File: src/rtl/sumdiff_mult_pipe_pkg.sv
// Shared constants and helpers for the (A+B)*(A-B) pipeline.
package sumdiff_pkg;

  localparam int unsigned SDM_STAGES = 3;

  // Exact signed width of A^2-B^2 for W-bit operands in either mode.
  function automatic int unsigned ow_of(input int unsigned w);
    return 2 * w + 1;
  endfunction

endpackage

File: src/rtl/sumdiff_mult_pipe_if.sv
// Operand/result handshake bundle for sumdiff_mult_pipe.
interface sumdiff_mult_pipe_if
  import sumdiff_pkg::*;
#(
  parameter int unsigned W = 4
);
  localparam int unsigned OW = ow_of(W);

  logic          in_valid;
  logic          in_ready;
  logic [W-1:0]  in_a;
  logic [W-1:0]  in_b;
  logic          in_signed;
  logic          out_valid;
  logic          out_ready;
  logic [OW-1:0] out_c;
  logic          busy;

  modport master (
    output in_valid, in_a, in_b, in_signed, out_ready,
    input  in_ready, out_valid, out_c, busy
  );

  modport slave (
    input  in_valid, in_a, in_b, in_signed, out_ready,
    output in_ready, out_valid, out_c, busy
  );
endinterface

File: src/rtl/sdm_stage_reg.sv
// Generic valid/ready register slice; loads whenever empty or draining downstream.
module sdm_stage_reg #(
  parameter int unsigned DW = 8
) (
  input  logic          clk,
  input  logic          rst_n,
  input  logic          up_valid,
  output logic          up_ready,
  input  logic [DW-1:0] up_data,
  output logic          dn_valid,
  input  logic          dn_ready,
  output logic [DW-1:0] dn_data
);

  logic          valid_q;
  logic [DW-1:0] data_q;

  // Empty slices always accept, so bubbles collapse under a stalled output.
  assign up_ready = !valid_q || dn_ready;
  assign dn_valid = valid_q;
  assign dn_data  = data_q;

  always_ff @(posedge clk or negedge rst_n) begin
    if (!rst_n) begin
      valid_q <= 1'b0;
      data_q  <= '0;
    end else if (up_ready) begin
      valid_q <= up_valid;
      if (up_valid) begin
        data_q <= up_data;
      end
    end
  end

endmodule

File: src/rtl/sumdiff_mult_pipe.sv
// Three-stage pipelined C = (A+B)*(A-B) with per-transaction signed/unsigned operands.
module sumdiff_mult_pipe
  import sumdiff_pkg::*;
#(
  parameter int unsigned W = 4
) (
  input logic               clk,
  input logic               rst_n,
  sumdiff_mult_pipe_if.slave bus
);

  localparam int unsigned OW = ow_of(W);
  localparam int unsigned EW = W + 2;
  localparam int unsigned PW = 2 * EW;

  // Keeps in_ready low during reset and asserts it one edge after release.
  logic ready_q;

  always_ff @(posedge clk or negedge rst_n) begin
    if (!rst_n) begin
      ready_q <= 1'b0;
    end else begin
      ready_q <= 1'b1;
    end
  end

  logic signed [EW-1:0] a_ext, b_ext, sum, dif;

  always_comb begin
    a_ext = bus.in_signed ? {{2{bus.in_a[W-1]}}, bus.in_a} : {2'b00, bus.in_a};
    b_ext = bus.in_signed ? {{2{bus.in_b[W-1]}}, bus.in_b} : {2'b00, bus.in_b};
    sum   = a_ext + b_ext;
    dif   = a_ext - b_ext;
  end

  logic              s1_up_valid, s1_up_ready, s1_dn_valid, s1_dn_ready;
  logic [2*EW-1:0]   s1_dn_data;
  logic              s2_dn_valid, s2_dn_ready;
  logic [PW-1:0]     s2_dn_data;
  logic              s3_dn_valid;
  logic [OW-1:0]     s3_dn_data;

  assign s1_up_valid  = bus.in_valid && ready_q;
  assign bus.in_ready = s1_up_ready && ready_q;

  sdm_stage_reg #(.DW(2 * EW)) u_stage1 (
    .clk      (clk),
    .rst_n    (rst_n),
    .up_valid (s1_up_valid),
    .up_ready (s1_up_ready),
    .up_data  ({sum, dif}),
    .dn_valid (s1_dn_valid),
    .dn_ready (s1_dn_ready),
    .dn_data  (s1_dn_data)
  );

  logic signed [EW-1:0] s_q, d_q;
  logic signed [PW-1:0] prod;

  always_comb begin
    s_q  = s1_dn_data[2*EW-1:EW];
    d_q  = s1_dn_data[EW-1:0];
    prod = PW'(s_q) * PW'(d_q);
  end

  sdm_stage_reg #(.DW(PW)) u_stage2 (
    .clk      (clk),
    .rst_n    (rst_n),
    .up_valid (s1_dn_valid),
    .up_ready (s1_dn_ready),
    .up_data  (prod),
    .dn_valid (s2_dn_valid),
    .dn_ready (s2_dn_ready),
    .dn_data  (s2_dn_data)
  );

  // Upper product bits are pure sign extension of the exact OW-bit result.
  logic unused_p_hi;
  assign unused_p_hi = ^s2_dn_data[PW-1:OW];

  sdm_stage_reg #(.DW(OW)) u_stage3 (
    .clk      (clk),
    .rst_n    (rst_n),
    .up_valid (s2_dn_valid),
    .up_ready (s2_dn_ready),
    .up_data  (s2_dn_data[OW-1:0]),
    .dn_valid (s3_dn_valid),
    .dn_ready (bus.out_ready),
    .dn_data  (s3_dn_data)
  );

  assign bus.out_valid = s3_dn_valid;
  assign bus.out_c     = s3_dn_data;
  assign bus.busy      = s1_dn_valid || s2_dn_valid || s3_dn_valid;

endmodule

File: src/flat_wrapper.sv
// flat-port wrapper written by rule: the top's interface ports become plain ports
module sumdiff_mult_pipe_flat import sumdiff_pkg::*;
#(
  parameter int unsigned W = 4
)
  (clk, rst_n, bus_in_valid, bus_in_a, bus_in_b, bus_in_signed, bus_out_ready, bus_in_ready, bus_out_valid, bus_out_c, bus_busy);
  sumdiff_mult_pipe_if #(.W(W)) bus_i ();
  input logic clk;
  input logic rst_n;
  input wire logic [$bits(bus_i.in_valid)-1:0] bus_in_valid;
  input wire logic [$bits(bus_i.in_a)-1:0] bus_in_a;
  input wire logic [$bits(bus_i.in_b)-1:0] bus_in_b;
  input wire logic [$bits(bus_i.in_signed)-1:0] bus_in_signed;
  input wire logic [$bits(bus_i.out_ready)-1:0] bus_out_ready;
  output wire logic [$bits(bus_i.in_ready)-1:0] bus_in_ready;
  output wire logic [$bits(bus_i.out_valid)-1:0] bus_out_valid;
  output wire logic [$bits(bus_i.out_c)-1:0] bus_out_c;
  output wire logic [$bits(bus_i.busy)-1:0] bus_busy;
  assign bus_i.in_valid = bus_in_valid;
  assign bus_i.in_a = bus_in_a;
  assign bus_i.in_b = bus_in_b;
  assign bus_i.in_signed = bus_in_signed;
  assign bus_i.out_ready = bus_out_ready;
  assign bus_in_ready = bus_i.in_ready;
  assign bus_out_valid = bus_i.out_valid;
  assign bus_out_c = bus_i.out_c;
  assign bus_busy = bus_i.busy;
  sumdiff_mult_pipe #(.W(W)) u_core (.clk(clk), .rst_n(rst_n), .bus(bus_i));
endmodule
File: config.mk
export PLATFORM = sky130hd
export DESIGN_NAME = sumdiff_mult_pipe_flat
export DESIGN_NICKNAME = d
export VERILOG_FILES = /design/src/rtl/sumdiff_mult_pipe_pkg.sv /design/src/rtl/sumdiff_mult_pipe_if.sv /design/src/rtl/sdm_stage_reg.sv /design/src/rtl/sumdiff_mult_pipe.sv /design/src/flat_wrapper.sv
export SDC_FILE = /design/constraint.sdc
export NUM_CORES = 1
export LEC_CHECK = 0
export BUFFER_PORTS_ARGS = -buffer_cell sky130_fd_sc_hd__buf_4
export CAP_MARGIN = 20
export CORE_MARGIN = 5
export CORE_UTILIZATION = 35
export DETAILED_ROUTE_END_ITERATION = 10
export GPL_TIMING_DRIVEN = 0
export SYNTH_ARGS = -nofsm -noshare
export SYNTH_HDL_FRONTEND = slang
export SYNTH_SLANG_ARGS = --single-unit
File: constraint.sdc
create_clock -name clk -period 3.7 [get_ports clk]
set_input_delay 0.185 -clock clk [delete_from_list [all_inputs] [get_ports clk]]
set_output_delay 0.185 -clock clk [all_outputs]
set_load 0.005 [all_outputs]
==> results.yml, run 1 <==
die:
  num_io_pins: 25
  fp.dieW_um: 93.3
  die_y_um: 93.3
  start_util_pct: 35.9
  die_area_sq_um: 8700
  coreArea_sq_um: 6760
  rows: 30
worst_setup_path:
  critPathArrivalTime_ns: 3.89
  reg2reg_depth: 12
  worstPathCellList: "nand2b_4 -> fa_1 -> fa_1 -> inv_2 -> fa_1 -> fa_2 -> fa_2 -> a21o_1 -> a21oi_2 -> xnor2_1 -> xnor2_1 -> o21ai_1"
  critical_path_required_ns: 3.87
  worstSetupEndpointType: "flop"
  reg2reg_to: "u_core.u_stage2.dn_data[8]"
  crit_type: "flop to flop"
  crit_slowest_cell: "fa_1"
  cp_common_cell: "fa_1"
  start_kind: "flop"
  timing.rr.start: "u_core.u_stage1.dn_data[6]"
  rrSetupSlack_ns: -0.02
  crit_fanout: 3
  max_stage_delay_ns: 0.53
clock_tree:
  clk_latency_ns: 0.28
  cts_tree: "done"
  clock-root-buffer: "clkbuf_8"
  htreeDepth: 2
  cts_num_sinks: 33
  cts_made_buffers: 5
  path_clk_slew_ns: 0.07
  cts_buffer_depth: 2
sta:
  finalCritPeriodShare_pct: 101
  slew_violations: 0
  finalCriticalPeriod_ns: 3.72
  hold_viol_final: 0
  max_clock_freq_mhz: 269
  finClkSkew_ns: 0.00709
  finalSetupViolations: 1
  setup_ws_ns: -0.0193
  rsz0062_at_grt: "true"
  final.setup.tns_ns: -0.0193
cells_and_area:
  final_core_utilization_pct: 43.4
  area_growth_syn_to_layout_pct: 20.8
  fin_nets: 320
  antennaDiodeCount: 0
  fill_cells: 659
  drive_gt1_share_pct: 27.2
detailed_routing:
  routedWlPerCell_um: 11.7
  post-route-drc-count: 0
  dr.pass1.iters: 4
  vias: 1568
  ant_nets: 0
  viasPerCell: 4.54
  drtIter0Drc: 41
  wirelength_mm: 4.04
power:
  power_leakage_nw: 1.46
  power_frac_clock_pct: 18.0
  swShare_pct: 34.8
  power_density_nw_per_um2: 658
  power_frac_comb_pct: 52.4
  power.internal_mw: 1.26
  seq_power_share_pct: 29.6
  p_sw_uw: 672
  vdd_drop_max_uv: 199
yosys:
  synth_top_area_cell: "dfrtp_1"
  synth.yosys.seq_area_share_pct: 34.0
  synth_ff_type: "dfrtp_1"
  ys_top_cells_by_area: "dfrtp_1, fa_1, ha_1"
  synthesis.instances: 227
  synthTopCellsByCount: "dfrtp_1, nand2_1, ha_1"
  avgSynthCellArea_sq_um: 10.7
  yosys_warnings: 0
  synth.cell_area_sq_um: 2430
  synth-seq-cells: 33
  synth-edff-count: 0
  syn-num-nets: 283
  ys_async_sr_fraction_pct: 100
  synth.most_common_cell: "dfrtp_1"
  synth_top_cell_area_share_pct: 34.0
  synth_cell_types: 27
placed_design:
  place_hpwl_mm: 3.22
  io_buffers: 24
  gp_congestion: 0.815
grt:
  grt_first_pass_wirelength_mm: 7.18
  grt_max_degree: 34
  grt_pass1_vias: 1608
  grtUsageTotal_pct: 10.4
  gr-total-overflow: 0
  antenna_found_initial: 0
run_status:
  status: "finished, violations left"
  violations: "setup timing"
flow_run:
  maxCapViolations: 0
hold_path:
  hp-class: "input port to flop"
  hp-start: "bus_out_ready"
  hold-path-endpoint: "u_core.u_stage3.dn_valid"
  min_path_cells: 3
## per-stage QoR
stage	instances	setup slack, ns	area (sq um)	hold WS, ns	power [mW]
floorplan	227	0.00458	2440	-0.111	1.29
global placement	331	-0.161	2730	0.150	1.51
detailed placement	331	-0.195	2730	0.151	1.53
CTS	343	-0.0757	2890	0.179	1.91
global route	345	-0.126	2930	0.175	2.13
finish	345	-0.0193	2930	0.184	1.93
## critical path, delay by kind of cell (launching register included)
kind                       cells  cell delay, ns
adders and majority gates      5            2.34
DFF                            1            0.42
AOI/OAI and AO/OA              3            0.38
xor gates and xnor gates       2            0.28
and+or+nand+nor                1            0.16
buffers and inverters          1            0.04
## state kept, by name, summed over array words and instances (netlist names)
register and flops:
u_core.u_stage1.dn_data 11, u_core.u_stage2.dn_valid 1, u_core.ready_q 1, u_core.u_stage1.dn_valid 1
u_core.u_stage3.dn_data 9, u_core.u_stage2.dn_data 9, u_core.u_stage3.dn_valid 1
## power groups by stage
stage                     Sequential [mW]  Clock, mW  Combinational [mW]
after floorplan                     0.553          0               0.734
final                               0.572      0.347                1.01
after global routing                0.592      0.369                1.17
after CTS                           0.572      0.359               0.975
after global placement              0.574          0               0.938
after detailed placement            0.575          0               0.952
## cell families after synthesis
group           after synthesis  share of synthesized area [%]
buf+inv                      27                           4.58
fa+ha+maj                    43                           28.3
mux                          15                           6.96
other cells                   1                          0.154
compound gates               30                           7.32
simple gates                 61                           12.5
flops                        33                           34.0
xor+xnor                     17                           6.13
## layout make-up
class	count	area, sq um	area share, %
clock buffers	7	86.3	2.94
repair buffers	30	228	7.76
well taps	80	100	3.41
plain buffers	5	38.8	1.32
inverters	22	82.6	2.82
flip-flops and latches	33	835	28.5
multi-input cells	167	1530	52.3
clock inverters	1	30.0	1.02
## routing by layer
metal | wire length, um | global-route usage, % | vias to the layer above | part of all wire [%]
met5 | 0 | 0 | - | 0
met4 | 43 | 3.30 | 0 | 1.1
met3 | 146 | 2.41 | 6 | 3.6
met2 | 1940 | 17.7 | 26 | 48
met1 | 1910 | 12.9 | 734 | 47
li1 | - | - | 802 | -
## cell usage in the layout, fill, tap and decap left out, types with 2 or more instances in the layout
master	synthesis	final
a21o_1	4	4
xor2_1	4	4
o21bai_1	3	3
nand2b_1	6	5
dfrtp_1	33	26
and2_1	19	19
dfrtp_2	0	7
nor2_1	2	2
nand2_1	28	26
fa_1	20	18
ha_1	23	21
buf_4	2	31
fa_2	0	2
nand3_1	2	2
o21ai_0	11	11
mux2_2	15	15
clkbuf_8	0	7
a21oi_1	9	8
xnor2_1	13	13
inv_1	22	21
nor2b_1	2	2
## how the worst max path moves through the flow
stage	endpoint	from
floorplan	u_core.u_stage2.dn_data[8]	u_core.u_stage1.dn_data[6]
global placement	u_core.u_stage2.dn_data[8]	u_core.u_stage1.dn_data[6]
detailed placement	u_core.u_stage2.dn_data[8]	u_core.u_stage1.dn_data[3]
CTS	u_core.u_stage2.dn_data[8]	u_core.u_stage1.dn_data[6]
global route	u_core.u_stage2.dn_data[8]	u_core.u_stage1.dn_data[6]
finish	u_core.u_stage2.dn_data[8]	u_core.u_stage1.dn_data[6]
## repair_timing
item,in CTS,in global routing
pin swaps,10,4
endpoints found under the hold margin,33,0
setup buffers,3,2
gates resized for setup,7,8
hold buffers,1,0
setup endpoints to repair,1,2
No activity file was read; power rests on OpenSTA's default activity.
==> inputs of run 2 (changes only) <==
- CORE_UTILIZATION: 35 -> 53
- PLACE_DENSITY: not set -> 0.76
==> run 2 against run 1 <==
The run still ends with setup timing left. Hold slack gained 0.010 ns. Core utilization rose by 22 points. Clock skew is 0.0015 ns lower. Combinational power is 4% higher. Worst setup slack worse by 0.064 ns. Clock-buffer cell count down 2. Clock power down 6.6%. Cell area shrank 1.0%. Wire length is 1.6% lower. Critical path depth did not move. Non-clock buffer count rose by 3. Critical endpoint unchanged. Largest cell class unchanged.
==> results.yml, run 2 (synthesized netlist as in run 1, its figures left out) <==
run_status:
  status: "finished, violations left"
  violations: "setup timing"
power:
  power_density_nw_per_um2: 669
  vdd_drop_max_uv: 310
  power_leakage_nw: 1.47
worst_setup_path:
  crit_type: "flop to flop"
  cp_common_cell: "fa_1"
  critical_path_required_ns: 3.86
  max_stage_delay_ns: 0.54
  timing.critical_path.buf_inv: 1
  worstSetupEndpointType: "flop"
  critPathArrivalTime_ns: 3.95
  start_kind: "flop"
  cpLargestDelayFamily: "adder cells"
  worstPathCellList: "nand2b_4 -> fa_1 -> fa_1 -> inv_1 -> fa_1 -> fa_1 -> fa_2 -> a21o_1 -> a21oi_2 -> xnor2_1 -> xnor2_1 -> o21ai_1"
  crit_fanout: 3
  crit_slowest_cell: "fa_1"
die:
  coreArea_sq_um: 4410
  rows: 24
  fp.dieW_um: 77.7
  die_y_um: 77.7
  die_area_sq_um: 6040
  num_io_pins: 25
  start_util_pct: 55.0
clock_tree:
  htreeDepth: 2
  cts_made_buffers: 5
  cts_tree: "done"
  cts_num_sinks: 33
  cts_buffer_depth: 2
  clk_latency_ns: 0.28
  clock-root-buffer: "clkbuf_8"
  path_clk_slew_ns: 0.07
cells_and_area:
  area_growth_syn_to_layout_pct: 19.5
  drive_gt1_share_pct: 27.7
  largest_register_ffs: 11
  fin_nets: 323
  antennaDiodeCount: 0
  fill_cells: 373
  layout_common_cells: "buf_4, nand2_1, dfrtp_1"
  final_common_cell: "buf_4"
  regArea_sq_um: 836
  multi_input_area_sq_um: 1530
placed_design:
  place_hpwl_mm: 3.17
  gp_congestion: 0.784
  io_buffers: 24
  pre_cts_ws_ns: -0.202
grt:
  grt_pass1_vias: 1666
  grt_max_degree: 34
  grt_first_pass_wirelength_mm: 7.32
  grtUsageTotal_pct: 14.9
  antenna_found_initial: 0
  gr-total-overflow: 0
detailed_routing:
  post-route-drc-count: 0
  vias: 1613
  wirelength_mm: 3.98
  ant_nets: 0
  viasPerCell: 5.06
  routedWlPerCell_um: 12.5
  dr.pass1.iters: 4
  drtIter0Drc: 28
sta:
  finClkSkew_ns: 0.00561
  rsz0062_at_grt: "true"
  setup_ws_ns: -0.0832
  hold_viol_final: 0
  finalSetupViolations: 1
  final.setup.tns_ns: -0.0832
  finalCriticalPeriod_ns: 3.78
  finalCritPeriodShare_pct: 102
  max_clock_freq_mhz: 264
  slew_violations: 0
flow_run:
  maxCapViolations: 0
hold_path:
  hp-class: "input port to flop"
## run 2: cell count changes in the layout (fill, tap and decap cells not counted), sizes merged
cell,before,now
buf,32,35
clkinv,0,1
clkbuf,9,7
## run 2: through the flow
step                cells  util, %  hold slack [ns]  instance area [sq um]  total power, mW
global placement      303     60.9            0.142                   2690             1.50
floorplan             227        -           -0.111                   2440             1.29
global route          319     65.8            0.216                   2900             2.16
detailed placement    303     60.9            0.145                   2690             1.54
finish                319     65.8            0.194                   2900             1.94
CTS                   315     64.6            0.194                   2850             1.89
## run 2: power breakdown
group | internal, mW | switching, mW
registers | 0.484 | 0.0857
logic | 0.574 | 0.475
clock network | 0.196 | 0.129
total | 1.25 | 0.689
## run 2: metal layers
| layer | GRT usage [%] | share of wire (%) | up-vias |
|---|---|---|---|
| met3 | 3.24 | 4.3 | 6 |
| met2 | 24.5 | 51 | 34 |
| met5 | 0 | 0 | - |
| met1 | 19.1 | 44 | 766 |
| met4 | 5.33 | 1.1 | 0 |
| li1 | - | - | 807 |
## run 2: layout make-up
class	instances	area share, %
Multi-Input combinational cell	167	52.6
Sequential cell	33	28.8
Timing Repair Buffer	33	8.62
Inverter	22	2.84
Clock buffer	5	2.37
Tap cell	52	2.24
Buffer	5	1.34
Clock inverter	2	1.21
## run 2: worst min-delay path: stages
cell and delay [ns]:
buf_4 0.08, nor2b_1 0.04, nand2_1 0.08, nand2b_1 0.05
## run 2: path summary, 6_finish.rpt
kind                                                  from                          to  slack, ns  cells past startpoint
worst max-delay path            u_core.u_stage1.dn_data[6]  u_core.u_stage2.dn_data[8]      -0.08                     12
min in group asynchronous                            rst_n  u_core.u_stage3.dn_data[3]       0.38                      2
worst min register to register  u_core.u_stage2.dn_data[8]  u_core.u_stage2.dn_data[8]       0.49                      2
worst max register to register  u_core.u_stage1.dn_data[6]  u_core.u_stage2.dn_data[8]      -0.08                     12
worst min-delay path                         bus_out_ready    u_core.u_stage2.dn_valid       0.19                      4
max in group asynchronous                            rst_n  u_core.u_stage1.dn_data[8]       3.01                      2
## run 2: repair_timing
item	4_1_cts	5_1_grt
setup buffers	4	4
pin swaps	12	3
gates resized for setup	8	5
endpoints found under the setup margin	2	2
hold buffers	1	0
endpoints found under the hold margin	33	0
==> inputs of run 3 (changes only) <==
- RECOVER_POWER: not set -> 25
==> run 3 against run 2 <==
The flow finishes with violations (capacitance limit, slew limit, setup timing). Clock skew unchanged. Worst setup slack about the same. Clock-buffer cell count is the same. Sequential power about the same. First-iteration DRC count shrank 25%. Sequential cell count stayed put. Wire length fell by 0.13%. Total power hardly changed. Non-clock buffer count unchanged. Core utilization is 0.085 points lower. Combinational power about the same. Clock power is essentially flat. Largest power group unchanged.
==> results.yml, run 3 (synthesized netlist as in run 1, its figures left out) <==
run_status:
  status: "finished, violations left"
  violations: "capacitance limit, slew limit, setup timing"
clock_tree:
  clk_latency_ns: 0.28
  clock-root-buffer: "clkbuf_8"
  htreeDepth: 2
  cts_buffer_depth: 2
  cts_made_buffers: 5
  path_clk_slew_ns: 0.07
  cts_num_sinks: 33
  cts_tree: "done"
sta:
  max_slew_margin_pct: -10.6
  finalCritPeriodShare_pct: 102
  final.setup.tns_ns: -0.0828
  finalCriticalPeriod_ns: 3.78
  slew_violations: 34
  worst_pin_slew_ns: 1.66
  rsz0062_at_grt: "true"
  max_clock_freq_mhz: 264
  finClkSkew_ns: 0.00561
  setup_ws_ns: -0.0828
  finalSetupViolations: 1
  hold_ws_ns: 0.194
  hold_viol_final: 0
detailed_routing:
  ant_nets: 0
  routedWlPerCell_um: 12.5
  viasPerCell: 5.06
  dr.pass1.iters: 4
  post-route-drc-count: 0
  drtIter0Drc: 21
  vias: 1613
  wirelength_mm: 3.97
power:
  power_leakage_nw: 1.46
  finalPower_mw: 1.94
  power_density_nw_per_um2: 670
  vdd_drop_max_uv: 310
worst_setup_path:
  worstSetupEndpointType: "flop"
  reg2reg_to: "u_core.u_stage2.dn_data[8]"
  reg2reg_depth: 12
  rrSetupSlack_ns: -0.08
  critPathArrivalTime_ns: 3.95
  cp_common_cell: "fa_1"
  start_kind: "flop"
  crit_slowest_cell: "fa_1"
  crit_fanout: 3
  max_stage_delay_ns: 0.54
  worstPathCellList: "nand2b_4 -> fa_1 -> fa_1 -> inv_1 -> fa_1 -> fa_1 -> fa_2 -> a21o_1 -> a21oi_2 -> xnor2_1 -> xnor2_1 -> o21ai_1"
  timing.rr.start: "u_core.u_stage1.dn_data[6]"
  critical_path_required_ns: 3.86
  crit_type: "flop to flop"
placed_design:
  io_buffers: 24
  gp_congestion: 0.784
  placed_cells: 303
  place_hpwl_mm: 3.17
  pre_cts_ws_ns: -0.202
die:
  die_area_sq_um: 6040
  start_util_pct: 55.0
  num_io_pins: 25
  coreArea_sq_um: 4410
  rows: 24
  fp.dieW_um: 77.7
  die_y_um: 77.7
grt:
  grt_first_pass_wirelength_mm: 7.32
  antenna_found_initial: 0
  gr-total-overflow: 0
  grt_max_degree: 34
  grt_pass1_vias: 1666
  grtUsageTotal_pct: 14.9
cells_and_area:
  antennaDiodeCount: 0
  fill_cells: 375
  final_common_cell: "buf_4"
  stdcell_count: 319
  largest_register_ffs: 11
  drive_gt1_share_pct: 27.3
  fin_nets: 323
  area_growth_syn_to_layout_pct: 19.4
  layout_common_cells: "buf_4, nand2_1, dfrtp_1"
flow_run:
  maxCapViolations: 1
hold_path:
  hp-start: "bus_out_ready"
  min_path_cells: 4
  hp-class: "input port to flop"
  hold-path-endpoint: "u_core.u_stage2.dn_valid"
-- run 3: routing by layer --
metal	share of wire [%]	routed length, um	track usage, %
met5	0	0	0
met4	1.1	42	5.33
met3	4.3	170	3.24
met2	51	2030	24.5
met1	44	1730	19.1
-- run 3: cell type report --
type / count / area (sq um) / area share, %
Multi-Input combinational cell: 167 / 1530 / 52.7
Sequential cell: 33 / 836 / 28.8
Timing Repair Buffer: 33 / 246 / 8.50
Inverter: 22 / 82.6 / 2.85
Clock buffer: 5 / 68.8 / 2.37
Tap cell: 52 / 65.1 / 2.24
Buffer: 5 / 38.8 / 1.34
Clock inverter: 2 / 35.0 / 1.21
-- run 3: worst max-delay path by stage --
| stage | start | endpoint | slack [ns] |
|---|---|---|---|
| detailed placement | u_core.u_stage1.dn_data[6] | u_core.u_stage2.dn_data[8] | -0.20 |
| CTS | u_core.u_stage1.dn_data[6] | u_core.u_stage2.dn_data[8] | -0.08 |
| finish | u_core.u_stage1.dn_data[6] | u_core.u_stage2.dn_data[8] | -0.08 |
| floorplan | u_core.u_stage1.dn_data[6] | u_core.u_stage2.dn_data[8] | 0.005 |
| global placement | u_core.u_stage1.dn_data[6] | u_core.u_stage2.dn_data[8] | -0.16 |
| global route | u_core.u_stage1.dn_data[6] | u_core.u_stage2.dn_data[8] | -0.25 |
-- run 3: through the flow --
| step | util [%] | area [sq um] |
|---|---|---|
| after global placement | 60.9 | 2690 |
| final | 65.7 | 2900 |
| after detailed placement | 60.9 | 2690 |
| after global routing | 65.7 | 2900 |
| after CTS | 64.6 | 2850 |
| after floorplan | - | 2440 |
-- run 3: worst max-delay path: cells and delay by family (launching register included) --
kind | cells | cell delay (ns)
fa+ha+maj | 5 | 2.39
flops | 1 | 0.41
compound gates | 3 | 0.37
xor+xnor | 2 | 0.27
simple gates | 1 | 0.16
buf+inv | 1 | 0.05
-- run 3: where the power goes --
group	internal [mW]	switching [mW]
logic	0.574	0.475
registers	0.484	0.0857
clock network	0.196	0.129
total	1.25	0.689
-- run 3: timing repair --
item | in CTS | in global routing
setup endpoints to repair | 2 | 2
gates cloned | 0 | 0
hold buffers | 1 | 0
endpoints found under the hold margin | 33 | 0
buffers inserted | 4 | 4
resized for setup | 8 | 5
pin swaps | 12 | 3
